$ cat config.mk
export PLATFORM = sky130hd
export DESIGN_NAME = axi_rd_burst_master
export DESIGN_NICKNAME = d
export VERILOG_FILES = /design/src/rtl/axi_rd_pkg.sv /design/src/rtl/axi_rd_slot_table.sv /design/src/rtl/axi_rd_burst_master.sv
export SDC_FILE = /design/constraint.sdc
export NUM_CORES = 1
export LEC_CHECK = 0
export ABC_AREA = 1
export BUFFER_PORTS_ARGS = -buffer_cell sky130_fd_sc_hd__buf_4
export CAP_MARGIN = 20
export CORE_AREA = 2 2 268 270
export DETAILED_ROUTE_END_ITERATION = 16
export DIE_AREA = 0 0 270 272
export HOLD_SLACK_MARGIN = 0.15
export PLACE_DENSITY = 0.56
export RECOVER_POWER = 100
export SLEW_MARGIN = 40
export SYNTH_ARGS = -nofsm -noshare
export SYNTH_HDL_FRONTEND = slang
export SYNTH_HIERARCHICAL = 1
export SYNTH_SLANG_ARGS = --single-unit
$ cat constraint.sdc
create_clock -name i_clk -period 10.2 [get_ports i_clk]
set_clock_uncertainty 0.05 [all_clocks]
set_input_delay 1.02 -clock i_clk [delete_from_list [all_inputs] [get_ports i_clk]]
set_output_delay 1.02 -clock i_clk [all_outputs]
set_load 0.05 [all_outputs]
$ cat src/rtl/axi_rd_pkg.sv
// Shared AXI read constants and the per-slot bookkeeping record used by the burst master.
package axi_rd_pkg;

  localparam logic [1:0] RESP_OKAY   = 2'b00;
  localparam logic [1:0] RESP_EXOKAY = 2'b01;
  localparam logic [1:0] RESP_SLVERR = 2'b10;
  localparam logic [1:0] RESP_DECERR = 2'b11;

  localparam logic [1:0] BURST_INCR  = 2'b01;

  // Bit positions inside the 2-bit completion error field {len_err, resp_err}
  localparam int ERR_RESP = 0;
  localparam int ERR_LEN  = 1;

  typedef struct packed {
    logic       busy;
    logic [7:0] len;
    logic [7:0] cnt;
    logic       resp_err;
    logic       len_err;
  } slot_t;

endpackage

$ cat src/rtl/axi_rd_slot_table.sv
// Outstanding-burst table: lowest-free allocation, per-slot beat counting and error accumulation.
// Free mask and counts come from registered state only; a slot freed this cycle is allocatable next cycle.
module axi_rd_slot_table
  import axi_rd_pkg::*;
#(
  parameter int NUM_OUT = 4,
  parameter int TAG_W   = 8,
  parameter int IDX_W   = 2
) (
  input  logic             i_clk,
  input  logic             i_reset,
  input  logic             alloc_vld,
  input  logic [7:0]       alloc_len,
  input  logic [TAG_W-1:0] alloc_tag,
  output logic             free_any,
  output logic [IDX_W-1:0] free_idx,
  input  logic             beat_vld,
  input  logic [IDX_W-1:0] beat_idx,
  input  logic             beat_last,
  input  logic [1:0]       beat_resp,
  output logic             beat_ok,
  output logic [TAG_W-1:0] done_tag,
  output logic [1:0]       done_err,
  output logic [IDX_W:0]   busy_cnt
);

  slot_t [NUM_OUT-1:0]             slots;
  logic  [NUM_OUT-1:0][TAG_W-1:0]  tags;
  slot_t                           cur;
  logic                            resp_hit;
  logic                            len_hit;

  // Descending scan so the lowest free index wins
  always_comb begin
    free_any = 1'b0;
    free_idx = '0;
    busy_cnt = '0;
    for (int i = NUM_OUT - 1; i >= 0; i--) begin
      if (!slots[i].busy) begin
        free_any = 1'b1;
        free_idx = IDX_W'(i);
      end else begin
        busy_cnt = busy_cnt + (IDX_W + 1)'(1);
      end
    end
  end

  always_comb begin
    cur      = slots[beat_idx];
    beat_ok  = beat_vld && cur.busy;
    resp_hit = beat_resp inside {RESP_EXOKAY, RESP_SLVERR, RESP_DECERR};
    // cnt is the index of the beat arriving now; the final beat must carry rlast
    len_hit  = beat_last ? (cur.cnt != cur.len) : (cur.cnt == cur.len);
    done_tag = tags[beat_idx];
    done_err = '0;
    done_err[ERR_LEN]  = cur.len_err  | len_hit;
    done_err[ERR_RESP] = cur.resp_err | resp_hit;
  end

  always_ff @(posedge i_clk or posedge i_reset) begin
    if (i_reset) begin
      slots <= '0;
      tags  <= '0;
    end else begin
      if (alloc_vld) begin
        slots[free_idx] <= '{busy: 1'b1, len: alloc_len, cnt: 8'd0, resp_err: 1'b0, len_err: 1'b0};
        tags[free_idx]  <= alloc_tag;
      end
      if (beat_ok) begin
        slots[beat_idx].cnt      <= cur.cnt + 8'd1;
        slots[beat_idx].resp_err <= done_err[ERR_RESP];
        slots[beat_idx].len_err  <= done_err[ERR_LEN];
        if (beat_last) begin
          slots[beat_idx].busy <= 1'b0;
        end
      end
    end
  end

endmodule

$ cat src/rtl/axi_rd_burst_master.sv
// AXI4 read master: commands become INCR bursts tagged by slot ID, responses are checked and forwarded.
// Latency 1 from cmd to AR and from R beat to output/done; rready drops only while the output stage is stalled.
module axi_rd_burst_master
  import axi_rd_pkg::*;
#(
  parameter int  DATA_W  = 256,
  parameter int  ADDR_W  = 32,
  parameter int  ID_W    = 7,
  parameter int  NUM_OUT = 4,
  parameter int  TAG_W   = 8,
  localparam int IDX_W   = (NUM_OUT > 1) ? $clog2(NUM_OUT) : 1
) (
  input  logic              i_clk,
  input  logic              i_reset,
  input  logic              i_cmd_valid,
  output logic              o_cmd_ready,
  input  logic [ADDR_W-1:0] i_cmd_addr,
  input  logic [7:0]        i_cmd_len,
  input  logic [TAG_W-1:0]  i_cmd_tag,
  output logic [ID_W-1:0]   arid,
  output logic [ADDR_W-1:0] araddr,
  output logic [7:0]        arlen,
  output logic [2:0]        arsize,
  output logic [1:0]        arburst,
  output logic              arvalid,
  input  logic              arready,
  input  logic [ID_W-1:0]   rid,
  input  logic [DATA_W-1:0] rdata,
  input  logic [1:0]        rresp,
  input  logic              rlast,
  input  logic              rvalid,
  output logic              rready,
  output logic              o_rd_valid,
  input  logic              i_rd_ready,
  output logic [DATA_W-1:0] o_rd_data,
  output logic [IDX_W-1:0]  o_rd_id,
  output logic              o_rd_last,
  output logic              o_done_valid,
  output logic [IDX_W-1:0]  o_done_id,
  output logic [TAG_W-1:0]  o_done_tag,
  output logic [1:0]        o_done_err,
  output logic              o_cmd_err,
  output logic              o_proto_err,
  output logic [IDX_W:0]    o_outstanding,
  output logic [31:0]       o_beat_cnt
);

  localparam int SIZE = $clog2(DATA_W / 8);

  logic             free_any;
  logic [IDX_W-1:0] free_idx;
  logic             cmd_fire;
  logic             cmd_cross;
  logic             alloc_vld;
  logic [31:0]      cmd_end;
  logic             r_fire;
  logic             rid_in_range;
  logic             beat_ok;
  logic [TAG_W-1:0] done_tag;
  logic [1:0]       done_err;

  assign o_cmd_ready  = free_any && (!arvalid || arready);
  assign cmd_fire     = i_cmd_valid && o_cmd_ready;
  // One byte past the burst, measured from the start of its 4 KB page
  assign cmd_end      = 32'(i_cmd_addr[11:0]) + ((32'(i_cmd_len) + 32'd1) << SIZE);
  assign cmd_cross    = cmd_end > 32'd4096;
  assign alloc_vld    = cmd_fire && !cmd_cross;

  assign rready       = !o_rd_valid || i_rd_ready;
  assign r_fire       = rvalid && rready;
  assign rid_in_range = 32'(rid) < 32'(NUM_OUT);

  axi_rd_slot_table #(
    .NUM_OUT (NUM_OUT),
    .TAG_W   (TAG_W),
    .IDX_W   (IDX_W)
  ) u_slots (
    .i_clk     (i_clk),
    .i_reset   (i_reset),
    .alloc_vld (alloc_vld),
    .alloc_len (i_cmd_len),
    .alloc_tag (i_cmd_tag),
    .free_any  (free_any),
    .free_idx  (free_idx),
    .beat_vld  (r_fire && rid_in_range),
    .beat_idx  (rid[IDX_W-1:0]),
    .beat_last (rlast),
    .beat_resp (rresp),
    .beat_ok   (beat_ok),
    .done_tag  (done_tag),
    .done_err  (done_err),
    .busy_cnt  (o_outstanding)
  );

  always_ff @(posedge i_clk or posedge i_reset) begin
    if (i_reset) begin
      arvalid <= 1'b0;
      arid    <= '0;
      araddr  <= '0;
      arlen   <= '0;
      arsize  <= '0;
      arburst <= '0;
    end else if (alloc_vld) begin
      arvalid <= 1'b1;
      arid    <= ID_W'(free_idx);
      araddr  <= i_cmd_addr;
      arlen   <= i_cmd_len;
      arsize  <= 3'(SIZE);
      arburst <= BURST_INCR;
    end else if (arready) begin
      arvalid <= 1'b0;
    end
  end

  always_ff @(posedge i_clk or posedge i_reset) begin
    if (i_reset) begin
      o_rd_valid   <= 1'b0;
      o_rd_data    <= '0;
      o_rd_id      <= '0;
      o_rd_last    <= 1'b0;
      o_done_valid <= 1'b0;
      o_done_id    <= '0;
      o_done_tag   <= '0;
      o_done_err   <= '0;
      o_cmd_err    <= 1'b0;
      o_proto_err  <= 1'b0;
      o_beat_cnt   <= '0;
    end else begin
      if (beat_ok) begin
        o_rd_valid <= 1'b1;
        o_rd_data  <= rdata;
        o_rd_id    <= rid[IDX_W-1:0];
        o_rd_last  <= rlast;
        o_beat_cnt <= o_beat_cnt + 32'd1;
      end else if (i_rd_ready) begin
        o_rd_valid <= 1'b0;
      end
      o_done_valid <= beat_ok && rlast;
      if (beat_ok && rlast) begin
        o_done_id  <= rid[IDX_W-1:0];
        o_done_tag <= done_tag;
        o_done_err <= done_err;
      end
      o_cmd_err   <= cmd_fire && cmd_cross;
      o_proto_err <= o_proto_err | (r_fire && !beat_ok);
    end
  end

endmodule

# After elaboration in Yosys (flattened, before gate mapping)
# Index checks and enable logic that the tools add are counted.
[op_classes]
addsub = 7
n_eq_ne = 5
reduce_logical = 20
magnitude_cmp = 6
muxes = 42
bitwise = 3
[ops]
columns = ["op", "count"]
rows = [
  ["$bwmux W76", 5],
  ["$mux W76", 3],
  ["$demux W19 S2", 5],
  ["$mux W19", 3],
  ["$bmux W19 S2", 1],
  ["$add A32 B1 Y32 const B", 1],
  ["$bwmux W32", 1],
  ["$bmux W8 S2", 1],
  ["$demux W8 S2", 1],
  ["$mux W8", 2],
  ["$add A12 B14 Y15", 1],
  ["$gt A15 B13 Y1 const B", 1],
  ["$logic_and A1 B1 Y1", 11],
  ["$mux W1", 11],
  ["$mux W10", 1],
  ["$mux W2", 5],
  ["$add A8 B1 Y9 const B", 1],
  ["$mux W3", 3],
  ["$add A8 B1 Y8 const B", 1],
  ["$eq A8 B8 Y1", 1],
  ["$ne A8 B8 Y1", 1],
  ["$lt A7 B3 Y1 const B", 1],
  ["$add A3 B1 Y3 const B", 2],
  ["$lt A2 B3 Y1 const B", 2],
  ["other kinds (9)", 18],
]
[totals]
output_inout_bits = 365
ff_bits = 460
input_bits = 320
elab_cells = 124

# Longest topological paths before layout
# Gate-level depths: netlist of run 1.
[logic_depth]
ltp_word = 16
depth_mapped = 23

# Hierarchy
# The synthesis of run 1 kept the hierarchy.
[by_module_without_submodules]
columns = ["mod", "instances", "area_each_um2", "cells_per_inst"]
rows = [
  ["axi_rd_burst_master", 1, 14247.4, 1642],
  ["axi_rd_slot_table", 1, 5701.7, 741],
]

# Least setup slack after synthesis of run 1
# Ideal clock, no wire load.
[synth_path]
path_kind = "input -> register"
start = "input i_cmd_len[0]"
end = "register u_slots/slots[42] in the netlist's numbering"
n_path_buf = 2
arrival_ns = 3.525
t_required_ns = 10.022
path_stages = 21
path_slack_ns = 6.496
path_cell_list = "ha_1 > nand2_1 > inv_1 > nand2_1 > xor2_1 > inv_1 > ha_1 > nand2_1 > inv_1 > a21oi_1 > nand3b_1 > nand2_1 > nand3_1 > nand2_2 > nand3_4 > buf_6 > inv_1 > nand3_1 > clkbuf_1 > nand3_1 > o21ai_0"
[synth_between]
elab_chain_cells = 12
[synth_rtl]
columns = ["element", "line", "source"]
rows = [
  ["start, declared", "axi_rd_burst_master.sv:18", "input logic [7:0] i_cmd_len,"],
  ["$add A8 B1 Y9 (*)", "axi_rd_burst_master.sv:65", "assign cmd_end = 32'(i_cmd_addr[11:0]) + ((32'(i_cmd_len) + 32'd1) << SIZE);"],
  ["$add A12 B14 Y15 (*)", "axi_rd_burst_master.sv:65", ""],
  ["$gt A15 B13 Y1 (*)", "axi_rd_burst_master.sv:66", "assign cmd_cross = cmd_end > 32'd4096;"],
  ["$logic_not A1 Y1 (*)", "axi_rd_burst_master.sv:67", "assign alloc_vld = cmd_fire && !cmd_cross;"],
  ["$logic_and A1 B1 Y1 (*)", "axi_rd_burst_master.sv:67", ""],
  ["named net alloc_vld", "axi_rd_burst_master.sv:54", "logic alloc_vld;"],
  ["$mux W76 (*)", "axi_rd_slot_table.sv:65", "if (alloc_vld) begin"],
  ["$bwmux W76", "axi_rd_slot_table.sv:70", "slots[beat_idx].cnt <= cur.cnt + 8'd1;"],
  ["$bwmux W76", "axi_rd_slot_table.sv:71", "slots[beat_idx].resp_err <= done_err[ERR_RESP];"],
  ["$bwmux W76", "axi_rd_slot_table.sv:72", "slots[beat_idx].len_err <= done_err[ERR_LEN];"],
  ["$bwmux W76", "axi_rd_slot_table.sv:74", "slots[beat_idx].busy <= 1'b0;"],
  ["$mux W76", "axi_rd_slot_table.sv:73", "if (beat_last) begin"],
  ["$mux W76 (*)", "axi_rd_slot_table.sv:69", "if (beat_ok) begin"],
  ["end signal, assigned by index", "axi_rd_slot_table.sv:66", "slots[free_idx] <= '{busy: 1'b1, len: alloc_len, cnt: 8'd0, resp_err: 1'b0, len_err: 1'b0};"],
  ["end, declared", "axi_rd_slot_table.sv:27", "slot_t [NUM_OUT-1:0] slots;"],
]
# Mark *: on every way through the listed nets, which the timed path passes. The rest lies on a longest branch.
# A chain may end at the register's enable or synchronous reset.

# Final worst setup path of run 1
[layout_path]
start = "input rid[0]"
end = "register o_rd_last"
[layout_between]
elab_chain_cells = 3
elab_cells_between_ends = 5
cone_classes = "1 x order compare; 2 x mux; 2 x reduce/logical"
[layout_rtl]
columns = ["element", "line", "source"]
rows = [
  ["start, declared", "axi_rd_burst_master.sv:27", "input logic [ID_W-1:0] rid,"],
  ["$lt A7 B3 Y1 or $bmux W19 S2 (tied branches)", "axi_rd_burst_master.sv:71, axi_rd_slot_table.sv:49", ""],
  ["$logic_and A1 B1 Y1 or $mux W19 (tied branches)", "axi_rd_burst_master.sv:85, axi_rd_slot_table.sv:49", ""],
  ["$logic_and A1 B1 Y1 (*)", "axi_rd_slot_table.sv:50", "beat_ok = beat_vld && cur.busy;"],
  ["named net beat_ok", "axi_rd_burst_master.sv:58", "logic beat_ok;"],
  ["end signal, assigned", "axi_rd_burst_master.sv:133", "o_rd_last <= rlast;"],
  ["end, declared", "axi_rd_burst_master.sv:37", "output logic o_rd_last,"],
]
# Mark *: on every way through the listed nets, which the timed path passes. The rest lies on a longest branch. The select of a mux whose other input is x is not followed.

==> impl_metrics.tcl, run 1 <==
set metrics [dict create \
    status "complete, but fails checks" \
    failed_checks "max-capacitance violations, max-slew violations" \
    cp_cell_sequence "buf_4 > clkinvlp_2 > nor2_1 > a22oi_2 > o221ai_2 > nand2_1 > inv_8 > inv_12 > buf_16 > clkbuf_1 > buf_12 > nand2_1 > nand2_1" \
    drc_errors 0 \
    grtUsageMet2 0.3140 \
    dp_hpwl_um 50400 \
    max_cap_viol_count 8 \
    cts_buffers 52 \
    crit_type "in -> reg" \
    io_buffer_count 677 \
    antenna_found_initial 14 \
    area.sequential_um2 11490 \
    fin_crit_ps 6986 \
    final_common_cell "nand2_1" \
    critPathMaxStageDelay_ps 1520 \
    r2r_start "o_rd_valid$_DFFE_PP0P_" \
    tightest_slew_ps 3838 \
    num_rows 98 \
    vias 17890 \
    cts_setup_buffers 0 \
    slew_violations 425 \
    startpoint "rid[0]" \
    ios 685 \
    place_area_um2 25790 \
    final_cell_mix "nand2_1 (1275), dfrtp_1 (459), clkbuf_1 (379)" \
    crit_buf_inv 7 \
    cts_resized 0 \
    start_util 0.2820 \
    grtUsageMet1 0.2386 \
    numClockSinks 459 \
    p_leak_nw 13.89 \
    postSynthCellCount 2383 \
    synth_flop_cell "dfrtp_1" \
    cp_top_family "buffers and inverters" \
    cts_tree "built" \
    critPathCaptureType "flop" \
    cp.arrival_ps 7380 \
    cp_max_fo 117 \
    use_met3 0.05166 \
    reg2reg_slack_ps 5850 \
    cts_buffer_depth 3 \
    final_hold_viol_count 0 \
    max_freq_mhz 143.1 \
    fin_crit_sh 0.6849 \
    cp.depth 13 \
    slew_headroom -1.559 \
    synth-async-reset-ratio 1.000 \
    routedWlPerCell_um 17.69 \
    start_kind "input pin" \
    fp.dieH_um 272 \
    yosysUniqueCellTypes 45 \
    design_area_um2 26260 \
    hold_path.class "reg -> reg" \
    rsz0062_at_grt "false" \
    syn_area_um2 19950 \
    ys_seq_elements 459 \
    drtIter0Drc 1236 \
    die_x_um 270 \
    wirelength_um 70920 \
    ys_seq_area_frac 0.5758 \
    ff2ff_path_depth 11 \
    first_global_vias 17460 \
    required_ps 10600 \
    hold_slack_ps 417.5 \
    grtUsageTotal 0.1868 \
    area_growth_pct 31.64 \
    root_buffer "clkbuf_16" \
    critPathSlowestCell "nor2_1" \
    nets 3349 \
    h-tree-depth 2 \
    synth_warnings 6 \
    postCtsHoldBufs 0 \
    cp_common_cell "nand2_1" \
    clk_pin_slew_worst_paths_ps 60 \
    grt_pass1_wl_um 107600 \
    core-area_um2 70750 \
    drive_above_1_share 0.1476 \
    r2r_end "o_rd_last$_DFFE_PP0P_" \
    first_pass_iters 5 \
    grt_overflow 0 \
    critPathCapture "o_rd_last$_DFFE_PP0P_" \
    p_per_area_nw_per_um2 247.6 \
    die_area_um2 73440 \
    antenna_left 0 \
    peakVddDrop_uv 166.2 \
    setup_viol 0 \
    gp_congestion 0.8185 \
    fillers 7575 \
    hp-start "o_rd_data[113]$_DFFE_PP0P_" \
    multi_input_area_um2 7420 \
    syn_avg_cell_area_um2 8.371 \
    tns_ps 0 \
    grt_max_degree 180 \
    worstSkewPairLatency_ps 600 \
    synth_edf_count 0 \
    grt.busiest_layer "met2" \
    viasPerCell 4.464 \
]
worst register-to-register path, stage by stage, from the launching register on:
cell,delay [ps]
dfrtp_1,380
nand2_1,100
nand2_1,110
nor3_1,600
nand2_1,350
inv_8,560
inv_12,300
buf_16,340
clkbuf_1,800
buf_12,430
nand2_1,150
nand2_1,50
logic make-up (layout without fill, tap and decap cells):
| group | Yosys count | in the layout | share of synthesized area |
|---|---|---|---|
| buffers and inverters | 222 | 889 | 0.05137 |
| flip-flops | 459 | 459 | 0.5758 |
| AND/OR/NAND/NOR | 1512 | 1512 | 0.3075 |
| other | 1 | 9 | 0.0001880 |
| adder cells (fa/ha/maj) | 16 | 16 | 0.01041 |
| AO/OA/AOI/OAI | 132 | 132 | 0.03675 |
| XOR/XNOR | 41 | 41 | 0.01800 |
cell usage after synthesis (2+ instances only):
master | count | area share
nand2_1 | 1271 | 0.24
dfrtp_1 | 459 | 0.58
nand3_1 | 97 | 0.024
inv_1 | 86 | 0.016
o21ai_0 | 80 | 0.020
clkbuf_1 | 75 | 0.014
nand4_1 | 57 | 0.018
nor2_1 | 38 | 0.0072
xor2_1 | 26 | 0.011
buf_2 | 20 | 0.0050
o21ai_1 | 19 | 0.0048
a22oi_1 | 15 | 0.0056
buf_6 | 15 | 0.0085
ha_1 | 15 | 0.0094
xnor2_1 | 15 | 0.0066
buf_4 | 13 | 0.0049
nand2_2 | 11 | 0.0034
a21oi_1 | 10 | 0.0025
nor3_1 | 10 | 0.0025
inv_2 | 8 | 0.0015
nor2_2 | 8 | 0.0025
nand3_2 | 4 | 0.0020
nand3b_1 | 3 | 0.0011
nor2_4 | 3 | 0.0017
nor3_2 | 3 | 0.0015
buf_1 | 2 | 0.00038
inv_4 | 2 | 0.00063
final cells by class:
| type | count | area share |
|---|---|---|
| Tap cell | 950 | 0.04526 |
| Inverter | 97 | 0.01486 |
| Clock inverter | 22 | 0.01339 |
| Multi-Input combinational cell | 1708 | 0.2825 |
| Sequential cell | 459 | 0.4374 |
| Timing Repair Buffer | 695 | 0.1486 |
| Antenna cell | 2 | 0.0001906 |
| Clock buffer | 75 | 0.05784 |
state kept, by name, summed over array words and instances, names as in the netlist, 2 cells and up:
name,flops
araddr,32
arid,2
arlen,8
o_beat_cnt,32
o_done_err,2
o_done_id,2
o_done_tag,8
o_rd_data,256
o_rd_id,2
u_slots/slots,76
u_slots/tags,32
report_power, final:
part / switching, mW / total, mW / internal, mW
Clock: 0.798 / 2.04 / 1.24
Sequential: 0.216 / 2.40 / 2.18
Combinational: 1.66 / 2.06 / 0.407
how the worst min path moves through the flow:
stage,to,slack [ps],depth (start not counted)
floorplan,u_slots/slots[14]$_DFFE_PP0P_,400,2
global placement,o_rd_data[25]$_DFFE_PP0P_,400,2
detailed placement,o_rd_data[145]$_DFFE_PP0P_,410,2
CTS,o_done_id[0]$_DFFE_PP0P_,390,2
global route,o_rd_data[182]$_DFFE_PP0P_,440,2
finish,o_rd_data[113]$_DFFE_PP0P_,420,2
stage by stage:
stage                     setup slack [ps]  total power [mW]  cells    util
final                                 3214             6.502   4008  0.3712
after floorplan                       4430             3.943   2389       -
after global placement                4643             4.756   3905  0.3638
after CTS                             5201             6.842   4004  0.3910
after detailed placement              4558             4.772   3907  0.3645
after global routing                  2591             6.828   4008  0.3712
metal layers:
metal | share of wire | vias to the layer above | wire, µm
met1 | 0.42 | 8459 | 30130
met2 | 0.48 | 592 | 34320
li1 | - | 8714 | -
met5 | 0.0017 | - | 119
met4 | 0.019 | 18 | 1361
met3 | 0.070 | 110 | 4989
No activity file was read; power rests on OpenSTA's default activity.
==> inputs of run 2 (changes only) <==
--- a/config.mk
+++ b/config.mk
@@ -12,7 +12,7 @@
 export DETAILED_ROUTE_END_ITERATION = 16
 export DIE_AREA = 0 0 270 272
 export HOLD_SLACK_MARGIN = 0.15
-export PLACE_DENSITY = 0.56
+export PLACE_DENSITY = 0.54
 export RECOVER_POWER = 100
 export SLEW_MARGIN = 40
 export SYNTH_ARGS = -nofsm -noshare
==> constraint.sdc (replaced) <==
create_clock -name i_clk -period 7.2 [get_ports i_clk]
set_clock_uncertainty 0.05 [all_clocks]
set_input_delay 0.72 -clock i_clk [delete_from_list [all_inputs] [get_ports i_clk]]
set_output_delay 0.72 -clock i_clk [all_outputs]
set_load 0.05 [all_outputs]
==> run 2 against run 1 <==
Net effect:
- the flow still finishes with violations (max-capacitance violations, max-slew violations)
- sequential share of layout area hardly changed
- wire length is 1.2% higher
- final area is 0.10% lower
- global-route usage is 0.21 points higher
- count of clock-buffer cells in the layout is 7 higher
- hold slack worse by 180 ps
- non-clock buffer count is 3 higher
- first-iteration DRC count is 13% lower
==> impl_metrics.tcl, run 2 (synthesized netlist as in run 1, its figures left out) <==
set metrics [dict create \
    grt_overflow 0 \
    first_pass_iters 5 \
    dp_hpwl_um 51490 \
    worstSkewPairLatency_ps 610 \
    die_x_um 270 \
    drc_errors 0 \
    required_ps 7620 \
    cp_max_fo 45 \
    drtIter0Drc 1074 \
    tightest_slew_ps 3215 \
    final_cell_mix "nand2_1 (1272), dfrtp_1 (459), clkbuf_1 (377)" \
    cts_buffers 54 \
    fin_crit_sh 0.7215 \
    hold_path.class "in -> reg" \
    clk_pin_slew_worst_paths_ps 60 \
    cts_buffer_depth 3 \
    critPathMaxStageDelay_ps 1270 \
    grt_pass1_wl_um 108300 \
    crit_type "in -> reg" \
    grtUsageTotal 0.1889 \
    routedWlPerCell_um 17.89 \
    fin_total_pwr_mw 9.152 \
    root_buffer "clkbuf_16" \
    fp.dieH_um 272 \
    status "complete, but fails checks" \
    setup_viol 0 \
    tns_ps 0 \
    antenna_left 0 \
    drive_above_1_share 0.1500 \
    viasPerCell 4.452 \
    first_global_vias 17070 \
    cts_setup_buffers 0 \
    grt_max_degree 163 \
    final_common_cell "nand2_1" \
    wirelength_um 71790 \
    rsz0062_at_grt "false" \
    cts_resized 0 \
    failed_checks "max-capacitance violations, max-slew violations" \
    cp_cell_sequence "buf_4 > ha_1 > nand2_1 > inv_1 > nand2_1 > xor2_1 > inv_1 > ha_1 > nand2_1 > inv_1 > a21oi_1 > nand3b_1 > nand2_1 > nand3_1 > nand2_2 > nand3_1 > inv_1 > nand3_1 > buf_4 > nand3_1 > o21ai_0" \
    start_util 0.2820 \
    reg_top3 "o_rd_data x256, u_slots/slots x76" \
    slew_headroom -1.143 \
    max_freq_mhz 192.5 \
    peakVddDrop_uv 250.1 \
    p_leak_nw 13.89 \
    largest-register "o_rd_data" \
    gp_congestion 0.8225 \
    core-area_um2 70750 \
    max_cap_viol_count 7 \
    nets 3354 \
    final_util 0.3708 \
    vias 17860 \
    critPathSlowestCell "nand3_1" \
    fin_crit_ps 5194 \
    die_area_um2 73440 \
    cp_top_family "simple AND/OR/NAND/NOR gates" \
    h-tree-depth 2 \
    final_hold_viol_count 0 \
    slew_violations 397 \
    largest_register_ffs 256 \
    area_growth_pct 31.50 \
    cts_tree "built" \
    p_per_area_nw_per_um2 348.8 \
    antenna_found_initial 8 \
    crit_buf_inv 6 \
    numClockSinks 459 \
    ios 685 \
    io_buffer_count 677 \
    critPathCaptureType "flop" \
    num_rows 98 \
    hold_slack_ps 239.2 \
    start_kind "input pin" \
    cp.arrival_ps 5610 \
]
run 2: worst register-to-register path, delay by kind of cell, from the launching register on:
family          cells  cell delay [ps]
buf+inv             3             1190
fa+ha+maj           1              270
compound gates      2              260
flops               1              400
simple gates        5             2150
run 2: repair_timing:
| item | 4_1_cts | 5_1_grt |
|---|---|---|
| setup endpoints to repair | 0 | 0 |
| endpoints found under the hold margin | 0 | 8 |
| hold buffers | 0 | 1 |
run 2: final timing paths:
check	startpoint	endpoint	slack (ps)	cells after the start
worst min-delay path	arready	arvalid$_DFFE_PP0P_	240	2
min in group asynchronous	i_reset	arlen[3]$_DFFE_PP0P_	900	3
worst max register to register	u_slots/slots[56]$_DFF_PP0_	u_slots/slots[23]$_DFF_PP0_	2740	11
worst min register to register	o_rd_data[85]$_DFFE_PP0P_	o_rd_data[85]$_DFFE_PP0P_	420	2
worst max-delay path	i_cmd_len[0]	u_slots/slots[23]$_DFF_PP0_	2010	21
max in group asynchronous	i_reset	o_rd_data[6]$_DFFE_PP0P_	2670	5
run 2: power by group:
group | internal (mW) | total [mW] | switching, mW | leakage (nW)
clock | 1.67 | 2.81 | 1.14 | 0.898
combinational | 0.579 | 2.95 | 2.37 | 6.91
sequential | 3.10 | 3.39 | 0.299 | 6.08
total | 5.35 | 9.15 | 3.81 | 13.9
run 2: routing by layer:
| metal | track usage | wire (µm) |
|---|---|---|
| met1 | 0.2475 | 31150 |
| met2 | 0.3092 | 34020 |
| met3 | 0.05625 | 5280 |
| met4 | 0.03977 | 1256 |
| met5 | 0 | 83 |
run 2: cell type report:
class | count | area [µm²]
timing repair buffer | 698 | 3915
antenna | 2 | 5.005
multi-input combinational | 1708 | 7423
sequential | 459 | 11490
clock buffer | 82 | 1597
fill | 7716 | 44520
clock inverter | 16 | 227.7
tap | 950 | 1189
inverter | 97 | 391.6
run 2: stage by stage:
| stage | instances | setup slack [ps] | area [µm²] |
|---|---|---|---|
| global placement | 3908 | 2419 | 25750 |
| global route | 4012 | 1494 | 26230 |
| floorplan | 2389 | 1730 | 19980 |
| detailed placement | 3910 | 2391 | 25810 |
| CTS | 4008 | 3030 | 27630 |
| finish | 4012 | 2006 | 26230 |
==> inputs of run 3 (changes only) <==
--- a/config.mk
+++ b/config.mk
@@ -5,12 +5,12 @@
 export SDC_FILE = /design/constraint.sdc
 export NUM_CORES = 1
 export LEC_CHECK = 0
-export ABC_AREA = 1
+export ABC_AREA = 0
 export BUFFER_PORTS_ARGS = -buffer_cell sky130_fd_sc_hd__buf_4
 export CAP_MARGIN = 20
-export CORE_AREA = 2 2 268 270
+export CORE_AREA = 2 2 263 265
 export DETAILED_ROUTE_END_ITERATION = 16
-export DIE_AREA = 0 0 270 272
+export DIE_AREA = 0 0 265 267
 export HOLD_SLACK_MARGIN = 0.15
 export PLACE_DENSITY = 0.54
 export RECOVER_POWER = 100
==> constraint.sdc (replaced) <==
create_clock -name i_clk -period 5.3 [get_ports i_clk]
set_clock_uncertainty 0.05 [all_clocks]
set_input_delay 0.53 -clock i_clk [delete_from_list [all_inputs] [get_ports i_clk]]
set_output_delay 0.53 -clock i_clk [all_outputs]
set_load 0.05 [all_outputs]
==> run 3 against run 2 <==
Net effect:
- critical path type unchanged
- largest cell class unchanged
- the flow still finishes with violations (max-capacitance violations, max-slew violations)
- synthesized cell count shrank 45%
- final area is 8.5% higher
- combinational power is 55% higher
- die area is 3.7% lower
- critical path depth fell by 8
==> impl_metrics.tcl, run 3 <==
set metrics [dict create \
    cts_buffer_depth 3 \
    synth_warnings 6 \
    dp_hpwl_um 48320 \
    hold_slack_ps 163.9 \
    root_buffer "clkbuf_16" \
    final_util 0.4189 \
    antenna_found_initial 8 \
    drive_above_1_share 0.3321 \
    die_area_um2 70760 \
    synth_flop_cell "dfrtp_1" \
    cts_tree "built" \
    hold_path.class "in -> reg" \
    crit_buf_inv 3 \
    required_ps 5720 \
    p_leak_nw 13.05 \
    routedWlPerCell_um 20.79 \
    postSynthCellCount 1315 \
    ys_seq_elements 459 \
    fin_crit_sh 0.8422 \
    nets 2639 \
    grt_max_degree 142 \
    wirelength_um 67120 \
    h-tree-depth 2 \
    start_util 0.2815 \
    design_area_um2 28480 \
    area_growth_pct 48.82 \
    viasPerCell 4.581 \
    core-area_um2 67990 \
    synthTopCellsByCount "dfrtp_1 (459), mux2_2 (326), nand2_1 (73)" \
    io_buffer_count 677 \
    max_cap_viol_count 5 \
    syn_area_um2 19130 \
    synthTopCellsByArea "dfrtp_1 (60%), mux2_2 (19%), mux2_4 (2.4%)" \
    antenna_left 0 \
    tns_ps 0 \
    largest_register_ffs 256 \
    place_area_um2 25200 \
    slew_headroom -0.4789 \
    fin_crit_ps 4464 \
    first_global_vias 15900 \
    fp.dieH_um 267 \
    first_pass_iters 4 \
    num_rows 96 \
    die_x_um 265 \
    grt_overflow 0 \
    yosysTopAreaCell "dfrtp_1" \
    tightest_slew_ps 2218 \
    cp.arrival_ps 4880 \
    gp_congestion 0.8137 \
    synth_edf_count 0 \
    drc_errors 0 \
    setup_viol 0 \
    dp_slack_ps 919.7 \
    fillers 6566 \
    start_kind "input pin" \
    worstSkewPairLatency_ps 600 \
    peakVddDrop_uv 351.5 \
    final_common_cell "dfrtp_1" \
    max_freq_mhz 224.0 \
    cp_cell_sequence "dlygate4sd3_1 > clkbuf_1 > ha_1 > fa_1 > or4_1 > a221oi_2 > and3_1 > nand3_1 > a211oi_1 > or3b_1 > clkbuf_1 > nand3_1 > o21ai_0" \
    failed_checks "max-capacitance violations, max-slew violations" \
    slew_violations 274 \
    numClockSinks 459 \
    p_per_area_nw_per_um2 459.3 \
    setup_slack_ps 836.4 \
    ys_seq_area_frac 0.6003 \
    grt_pass1_wl_um 98590 \
    critPathMaxStageDelay_ps 880 \
    cts_buffers 53 \
    cp_max_fo 21 \
    post-synth-top-count-cell "dfrtp_1" \
    critPathCaptureType "flop" \
    clk_pin_slew_worst_paths_ps 60 \
    syn_avg_cell_area_um2 14.55 \
    yosysUniqueCellTypes 61 \
    netlist.area_leader.share 0.6003 \
    vias 14790 \
    grtUsageTotal 0.1824 \
    rsz0062_at_grt "false" \
    critPathSlowestCell "or3b_1" \
    crit_type "in -> reg" \
    reg_top3 "o_rd_data x256, u_slots/slots x76" \
    final_hold_viol_count 0 \
    status "complete, but fails checks" \
    synth-async-reset-ratio 1.000 \
    cts_setup_buffers 0 \
    largest-register "o_rd_data" \
    cp_top_family "simple AND/OR/NAND/NOR gates" \
    final_cell_mix "dfrtp_1 (459), clkbuf_1 (378), buf_4 (326)" \
    ios 685 \
    drtIter0Drc 703 \
]
==> run 3: cell types whose count changed after synthesis, sizes merged, moves of 31 or more <==
cell	change
nor2	-31
nand3	-40
o21ai	-55
nand4	-45
nand2	-1209
inv	-77
mux2	+363
==> run 3: timing repair <==
item	in CTS	in global routing
endpoints found under the hold margin	524	0
resized for setup	0	0
hold buffers	304	0
==> run 3: worst paths after layout <==
check	startpoint	end	slack, ps	depth (start not counted)
max	i_cmd_len[0]	u_slots/slots[5]$_DFF_PP0_	840	13
min	i_cmd_valid	o_cmd_err$_DFF_PP0_	160	3
max reg2reg	o_rd_valid$_DFFE_PP0P_	o_rd_data[68]$_DFFE_PP0P_	1060	6
min reg2reg	u_slots/slots[34]$_DFFE_PP0P_	u_slots/slots[34]$_DFFE_PP0P_	420	2
max in group asynchronous	i_reset	u_slots/slots[48]$_DFFE_PP0P_	1490	4
min in group asynchronous	i_reset	u_slots/tags[2]$_DFFE_PP0P_	990	3
==> run 3: kinds of logic (layout without fill, tap and decap cells) <==
group | after synthesis | after routing | synth area share
adders and majority gates | 16 | 16 | 0.01085
and+or+nand+nor | 210 | 210 | 0.05447
AOI/OAI and AO/OA | 85 | 85 | 0.02831
muxes | 394 | 394 | 0.2540
xor gates and xnor gates | 55 | 55 | 0.02674
buffers and inverters | 95 | 1120 | 0.02517
DFF | 459 | 459 | 0.6003
other | 1 | 8 | 0.0001960
==> run 3: layout make-up <==
cell class                      count  area [µm²]  area share
Timing Repair Buffer             1003        6949      0.2440
Antenna cell                        1       2.502  0.00008788
Multi-Input combinational cell    767        7059      0.2479
Inverter                           19       73.82    0.002592
Tap cell                          882        1104     0.03875
Clock inverter                     16       206.4    0.007250
Sequential cell                   459       11490      0.4034
Clock buffer                       82        1595     0.05602
==> run 3: worst reg2reg max path: cells and delay by family, from the launching register on <==
family / cells / cell delay, ps
and+or+nand+nor: 4 / 2050
buffers and inverters: 1 / 1110
muxes: 1 / 510
DFF: 1 / 400
==> run 3: per-layer routing <==
layer  share of wire  track usage  routed length [µm]  up-vias
met2            0.50       0.3162               33440      528
met3           0.068      0.05194                4531      128
met5         0.00024            0                  16        -
li1                -            -                   -     6645
met4           0.045      0.08032                3011        2
met1            0.39       0.2097               26110     7489
==> run 3: per-stage QoR <==
stage,std cells,total power [mW]
finish,3229,13.08
global route,3229,13.66
CTS,3227,13.92
detailed placement,2825,9.874
global placement,2822,9.803
floorplan,1321,8.110
==> run 3: where the power goes <==
part,total [mW],switching (mW),internal [mW]
registers,4.72,0.446,4.28
logic,4.58,3.35,1.23
clock network,3.78,1.51,2.26
